<file path="src/rtl/mult_accumulator.sv">
// Multiply-accumulate sequencer: sums a counted run of 32-bit products into a
// saturating ACC_W-bit accumulator, then holds the result until it is consumed.
module mult_accumulator #(
    parameter int ACC_W = 36,
    parameter int LEN_W = 8
) (
    input  logic             clk,
    input  logic             rst,
    input  logic             start,
    input  logic [LEN_W-1:0] length,
    input  logic             clear,
    output logic             mult_en,
    input  logic [31:0]      p,
    input  logic             p_valid,
    output logic             p_ready,
    output logic             busy,
    output logic [LEN_W-1:0] beats_left,
    output logic             res_valid,
    input  logic             res_ready,
    output logic [ACC_W-1:0] result,
    output logic             ovf
);

    generate
        if (ACC_W < 33) begin : g_bad_width
            $error("mult_accumulator: ACC_W must be at least 33");
        end
    endgenerate

    typedef enum logic [1:0] {
        S_IDLE,
        S_ACC,
        S_DONE
    } state_t;

    state_t             state_q, state_d;
    logic [ACC_W-1:0]   acc_q, acc_d;
    logic [LEN_W-1:0]   cnt_q, cnt_d;
    logic               ovf_q, ovf_d;
    logic [ACC_W:0]     sum_w;

    // State register and datapath registers; rst outranks everything.
    always_ff @(posedge clk) begin
        if (rst) begin
            state_q <= S_IDLE;
            acc_q   <= '0;
            cnt_q   <= '0;
            ovf_q   <= 1'b0;
        end else begin
            state_q <= state_d;
            acc_q   <= acc_d;
            cnt_q   <= cnt_d;
            ovf_q   <= ovf_d;
        end
    end

    // One extra bit so the carry out of the accumulator is visible.
    assign sum_w = {1'b0, acc_q} + {{(ACC_W + 1 - 32){1'b0}}, p};

    // Next-state and next-datapath logic.
    always_comb begin
        state_d = state_q;
        acc_d   = acc_q;
        cnt_d   = cnt_q;
        ovf_d   = ovf_q;
        if (clear) begin
            state_d = S_IDLE;
            acc_d   = '0;
            cnt_d   = '0;
            ovf_d   = 1'b0;
        end else begin
            unique case (state_q)
                S_IDLE: begin
                    if (start) begin
                        acc_d   = '0;
                        ovf_d   = 1'b0;
                        cnt_d   = length;
                        state_d = (length == '0) ? S_DONE : S_ACC;
                    end
                end
                S_ACC: begin
                    if (p_valid) begin
                        if (sum_w[ACC_W] || ovf_q) begin
                            acc_d = '1;
                            ovf_d = 1'b1;
                        end else begin
                            acc_d = sum_w[ACC_W-1:0];
                        end
                        cnt_d = cnt_q - LEN_W'(1);
                        if (cnt_q == LEN_W'(1)) begin
                            state_d = S_DONE;
                        end
                    end
                end
                S_DONE: begin
                    if (res_ready) begin
                        state_d = S_IDLE;
                    end
                end
                default: begin
                    state_d = S_IDLE;
                end
            endcase
        end
    end

    // Outputs decode from registered state only; p_ready never sees p_valid.
    always_comb begin
        mult_en    = (state_q == S_ACC);
        p_ready    = (state_q == S_ACC);
        busy       = (state_q != S_IDLE);
        res_valid  = (state_q == S_DONE);
        beats_left = (state_q == S_ACC) ? cnt_q : '0;
        result     = acc_q;
        ovf        = ovf_q;
    end

endmodule

</file>
<file path="config.mk">
export PLATFORM = sky130hd
export DESIGN_NAME = mult_accumulator
export DESIGN_NICKNAME = d
export VERILOG_FILES = /design/src/rtl/mult_accumulator.sv
export SDC_FILE = /design/constraint.sdc
export NUM_CORES = 1
export LEC_CHECK = 0
export BUFFER_PORTS_ARGS = -buffer_cell sky130_fd_sc_hd__buf_2
export CAP_MARGIN = 20
export CORE_ASPECT_RATIO = 0.75
export CORE_MARGIN = 2
export CORE_UTILIZATION = 40
export DETAILED_ROUTE_END_ITERATION = 7
export PLACE_DENSITY = 0.68
export SLEW_MARGIN = 20
export SYNTH_ARGS = -nofsm -noshare
export SYNTH_HDL_FRONTEND = slang
export SYNTH_SLANG_ARGS = --single-unit
</file>
<file path="constraint.sdc">
create_clock -name clk -period 2.98 [get_ports clk]
set_clock_uncertainty 0.2 [all_clocks]
set_input_delay 0.149 -clock clk [delete_from_list [all_inputs] [get_ports clk]]
set_output_delay 0.149 -clock clk [all_outputs]
set_load 0.01 [all_outputs]
</file>
==> results_dict.tcl, run 1 <==
set metrics [dict create \
    rsz0062_at_grt "true" \
    grt_max_degree 31 \
    final_cell_mix "buf_2 (95), nand2_1 (88), buf_4 (72)" \
    switching_power_mw 0.440 \
    setup_ws_ps -114 \
    setup_viol 33 \
    diodes 0 \
    gp_congestion 0.912 \
    finalNonFillerCells 797 \
    powerDensity_nw_per_um2 301 \
    clkTransAtPathRegs_ps 70 \
    synth_top_family_by_area "compound AO/OA/AOI/OAI gates" \
    finalSetupTns_ps -1600 \
    cts.sinks 47 \
    status "finished, violations left" \
    cap_violations 0 \
    final_common_cell "buf_2" \
    grt_usage 0.234 \
    ys_types 63 \
    p_seq_frac 0.402 \
    p_clk_frac 0.403 \
    synth.avg_cell_area_sq_um 7.42 \
    gr-total-overflow 0 \
    route.detailed.wl_per_inst_um 15.5 \
    layout-drive-gt1-share 0.344 \
    cts_buffers 5 \
    path_max_fanout 8 \
    relSlewSlack 0.450 \
    synth_area_sq_um 3760 \
    fin_crit_sh 1.04 \
    die_h_um 88.0 \
    start_util 0.414 \
    ys_seq_area_frac 0.250 \
    clockBufferDepth 2 \
    hold_class "input port to flop" \
    synth_edf_count 0 \
    drc 0 \
    port_buffers 94 \
    ant_nets 0 \
    dp.cells 778 \
    synth_top_area_share 0.250 \
    total_leakage_power_nw 2.73 \
    dieArea_sq_um 10200 \
    max_freq_mhz 323 \
    crit_arrival_ps 3130 \
    hpwlAfterDp_um 9030 \
    failed_checks "negative setup slack" \
    p_sw_frac 0.273 \
    die_w_um 116 \
    vias_per_cell 5.48 \
    yosysWarnings 0 \
    antenna_found_initial 0 \
    grt_pass1_vias 4032 \
    top_level_ports 95 \
    synth_xor_area_frac 0.0652 \
    period_minus_slack_ps 3090 \
    root_buffer "clkbuf_16" \
    start_kind "flop" \
    synth_compound_area_frac 0.278 \
    drt-total-wl_um 12300 \
    drv_slew 0 \
    ys_ff_latch 47 \
    vias 4365 \
    area_growth_pct 42.6 \
    cts_tree "built" \
    dr.pass1.iters 5 \
    muxShareOfSynthArea 0.00832 \
    htreeDepth 2 \
    core-area_sq_um 9080 \
    clkLatencyLatePin_ps 300 \
    p_comb_frac 0.195 \
    async_reset_ff_frac 0 \
    num_rows 30 \
    fin_util 0.590 \
    end_kind "flop" \
    initialDrtViolationCount 245 \
    final-hold-violation-count 0 \
    synthTopCellsByArea "dfxtp_1 (25%), ha_1 (11%), nand2_1 (8.9%)" \
    syn_nets 588 \
    synth_fa_ha_area_frac 0.118 \
    synth_ff_type "dfxtp_1" \
    synth-simple-area-share 0.244 \
    peakVddDrop_mv 0.222 \
    final_cell_area_sq_um 5360 \
    layout.nets 750 \
    holdWs_ps 39.0 \
    place_area_sq_um 4920 \
    grt_pass1_wl_um 19200 \
    worstMarginPinSlew_ps 822 \
    worstSetupPathType "flop to flop" \
    yosysTopAreaCell "dfxtp_1" \
    intPower_mw 1.17 \
    syn_inst 507 \
    required_ps 3020 \
]
## path summary, 6_finish.rpt
check                                        startpoint                      end  slack, ps  cells past startpoint
worst max-delay path            result[23]$_SDFFE_PP0P_  result[19]$_SDFFE_PP0P_       -110                     10
worst min-delay path                          length[6]    cnt_q[6]$_SDFFE_PP0P_         40                      3
worst max register to register  result[23]$_SDFFE_PP0P_  result[19]$_SDFFE_PP0P_       -110                     10
worst min register to register  result[12]$_SDFFE_PP0P_  result[12]$_SDFFE_PP0P_        260                      2
## worst max-delay path: stages (launching register included)
cell	delay, ps
dfxtp_2	340
ha_4	260
nand4_1	110
or3_4	370
or4b_4	490
o211a_4	260
o311ai_4	300
a31o_4	320
buf_2	160
o21ai_0	80
nand2_1	120
## flip-flops by register name, summed over array words and instances (netlist names)
name / cells
state_q: 2
ovf: 1
cnt_q: 8
result: 36
## metrics by stage
stage | setup slack (ps) | power, mW
floorplan | -0.324 | 0.834
global placement | -38.3 | 0.948
detailed placement | -68.0 | 0.955
CTS | -46.4 | 1.61
global route | -176 | 1.68
finish | -114 | 1.61
## area by class of cell
type,instances,area (sq um)
inverter,10,37.5
tap,128,160
clock buffer,6,129
timing repair buffer,176,1120
multi-input combinational,429,2930
fill,886,3720
sequential,47,953
clock inverter,1,30.0
## power groups by stage
stage	Clock (mW)	Sequential (mW)	Combinational, mW
global route	0.685	0.648	0.345
finish	0.649	0.647	0.315
CTS	0.659	0.647	0.304
global placement	0	0.661	0.287
floorplan	0	0.661	0.173
detailed placement	0	0.661	0.294
## routing by layer
layer,vias to the layer above,track usage,routed length [um]
met5,-,0,0
met4,0,0.0530,111
met3,16,0.0512,724
met2,140,0.367,5620
met1,2036,0.331,5880
li1,2173,-,-
## synth_stat cells (all sizes together), types with 2 or more instances
library cell,n
nand2,90
a21oi,49
dfxtp,47
nor2,44
o21ai,43
ha,34
clkbuf,16
and3,14
xnor2,14
xor2,14
a21o,12
nand3,10
a31oi,9
inv,9
nand4,8
a211oi,7
nor2b,7
buf,6
o21a,6
o31ai,6
nor3,5
or3,5
o21bai,4
a221oi,3
o211ai,3
o311ai,3
o41ai,3
or2,3
a221o,2
a31o,2
and4,2
mux2i,2
nand2b,2
nor4,2
o211a,2
o22ai,2
or4,2
or4b,2
## logic make-up (layout without fill, tap and decap cells)
group           after synthesis  after routing
compound gates              163            164
xor+xnor                     28             28
flops                        47             47
fa+ha+maj                    35             35
simple gates                199            199
mux                           3              3
buf+inv                      32            193
## repair_timing
action | 4_1_cts | 5_1_grt
setup endpoints to repair | 21 | 37
cloned | 1 | 1
gates resized for setup | 16 | 34
pin swaps | 3 | 13
endpoints found under the hold margin | 4 | 0
hold buffers | 4 | 0
setup buffers | 3 | 3
Power figures use the tool's default switching activity.
==> inputs of run 2 (changes only) <==
--- a/config.mk
+++ b/config.mk
@@ -11,7 +11,7 @@
 export CORE_MARGIN = 2
 export CORE_UTILIZATION = 40
 export DETAILED_ROUTE_END_ITERATION = 7
-export PLACE_DENSITY = 0.68
+export PLACE_DENSITY = 0.65
 export SLEW_MARGIN = 20
 export SYNTH_ARGS = -nofsm -noshare
 export SYNTH_HDL_FRONTEND = slang
==> results_dict.tcl, run 2 (same netlist as run 1, synthesis figures left out) <==
set metrics [dict create \
    vias_per_cell 5.45 \
    r2r_slack_ps -120 \
    critPathTopFamily "simple AND/OR/NAND/NOR gates" \
    num_rows 30 \
    total_leakage_power_nw 2.74 \
    worstSetupPathType "flop to flop" \
    root_buffer "clkbuf_16" \
    crit_chain "ha_4 -> nand4_1 -> or3_4 -> or4b_4 -> o211a_4 -> o311ai_4 -> a31o_4 -> buf_6 -> buf_4 -> o211a_1" \
    final_common_cell "buf_2" \
    r2r-start "result[22]$_SDFFE_PP0P_" \
    min_from "length[6]" \
    timing.critical_path.buf_inv 2 \
    clockBufferDepth 2 \
    gr-total-overflow 0 \
    powerDensity_nw_per_um2 299 \
    peakVddDrop_mv 0.177 \
    core-area_sq_um 9080 \
    antenna_found_initial 0 \
    hpwlAfterDp_um 9200 \
    route.detailed.wl_per_inst_um 15.3 \
    drv_slew 0 \
    hold_class "input port to flop" \
    ant_nets 0 \
    port_buffers 94 \
    met1_length_um 5950 \
    clkLatencyLatePin_ps 290 \
    max_freq_mhz 322 \
    setup_viol 27 \
    holdWs_ps 38.7 \
    fin_crit_sh 1.04 \
    relSlewSlack 0.452 \
    initialDrtViolationCount 208 \
    grt_usage 0.238 \
    holdPathEnd "cnt_q[6]$_SDFFE_PP0P_" \
    drt-total-wl_um 12300 \
    path_max_fanout 7 \
    top_level_ports 95 \
    start_util 0.414 \
    start_kind "flop" \
    end_kind "flop" \
    layout-drive-gt1-share 0.352 \
    cts_tree "built" \
    finalSetupTns_ps -1560 \
    largest_reg_flops 36 \
    required_ps 3020 \
    cp_slowest_stage_delay_ps 520 \
    crit_arrival_ps 3150 \
    critPathSlowestCell "or4b_4" \
    grt_pass1_wl_um 19300 \
    gp_congestion 0.890 \
    met3_length_um 735 \
    dr.pass1.iters 5 \
    worstMarginPinSlew_ps 819 \
    vias 4382 \
    wl_met2_um 5520 \
    area_growth_pct 44.0 \
    setup_ws_ps -124 \
    rsz0062_at_grt "true" \
    final-hold-violation-count 0 \
    layout.nets 757 \
    r2r_end "ovf$_SDFFE_PP0P_" \
    failed_checks "negative setup slack" \
    grt_max_degree 31 \
    min_path_cells 3 \
    die_w_um 116 \
    reg2regPathDepth 10 \
    status "finished, violations left" \
    drc 0 \
    cts_buffers 5 \
    grt_pass1_vias 4053 \
    cap_violations 0 \
    period_minus_slack_ps 3100 \
    dieArea_sq_um 10200 \
    final_cell_mix "buf_2 (94), nand2_1 (87), buf_4 (79)" \
    diodes 0 \
    clkTransAtPathRegs_ps 70 \
    cts.sinks 47 \
    die_h_um 88.0 \
    htreeDepth 2 \
    n_fill_cell 865 \
    routed.top_layer "met4" \
]
==> run 2: cell count changes in the layout (fill, tap and decap cells not counted), moves of 3 or more <==
cell,change
a21oi_2,+5
a21oi_1,-5
dfxtp_2,-3
dfxtp_1,+3
o21ai_0,-10
nand2_2,+3
buf_4,+7
o21ai_1,+9
==> run 2: per-stage QoR <==
step | setup slack (ps) | power [mW] | cells | area (sq um) | utilization
6_report | -124 | 1.62 | 804 | 5420 | 0.596
4_1_cts | -124 | 1.62 | 801 | 5290 | 0.583
3_3_place_gp | -62.8 | 0.956 | 785 | 4990 | 0.549
5_1_grt | -191 | 1.67 | 804 | 5420 | 0.596
2_1_floorplan | -0.324 | 0.834 | 507 | 3860 | -
3_5_place_dp | -137 | 0.962 | 785 | 4990 | 0.549
==> run 2: worst reg2reg max path, stage by stage (launching register included) <==
cell,delay (ps)
dfxtp_4,350
ha_4,260
nand4_1,120
or3_4,370
or4b_4,520
o211a_4,280
o311ai_4,250
a31o_4,290
buf_6,160
buf_4,110
o211a_1,130
==> run 2: timing repair <==
| action | 4_1_cts | 5_1_grt |
|---|---|---|
| hold endpoints to repair | 4 | 0 |
| hold buffers | 4 | 0 |
| endpoints found under the setup margin | 31 | 37 |
| gates cloned | 0 | 0 |
| pin swaps | 21 | 16 |
| resized for setup | 36 | 23 |
| buffers inserted | 8 | 3 |
==> run 2: report_power, final <==
group          internal (mW)  leakage, nW  switching, mW
sequential             0.637        0.383        0.00991
clock                  0.392       0.0769          0.255
combinational          0.147         2.28          0.175
==> run 2: per-layer routing <==
metal  up-vias  GRT usage
met3         9     0.0394
met1      2052      0.347
met5         -          0
met2       142      0.365
met4         0     0.0584
li1       2179          -
==> run 2: worst max path at each step <==
stage / from / to / depth (start not counted)
floorplan: result[22]$_SDFFE_PP0P_ / result[26]$_SDFFE_PP0P_ / 11
global placement: result[20]$_SDFFE_PP0P_ / result[16]$_SDFFE_PP0P_ / 10
detailed placement: result[21]$_SDFFE_PP0P_ / result[16]$_SDFFE_PP0P_ / 10
CTS: result[22]$_SDFFE_PP0P_ / result[32]$_SDFFE_PP0P_ / 10
global route: result[22]$_SDFFE_PP0P_ / result[6]$_SDFFE_PP0P_ / 10
finish: result[22]$_SDFFE_PP0P_ / ovf$_SDFFE_PP0P_ / 10
==> run 2: cell type report <==
type	instances	area [sq um]	area share
multi-input cells	428	2910	0.537
repair buffers	184	1200	0.221
flip-flops and latches	47	950	0.175
well taps	128	160	0.0296
clock buffers	6	129	0.0238
inverters	10	37.5	0.00693
clock inverters	1	30.0	0.00554
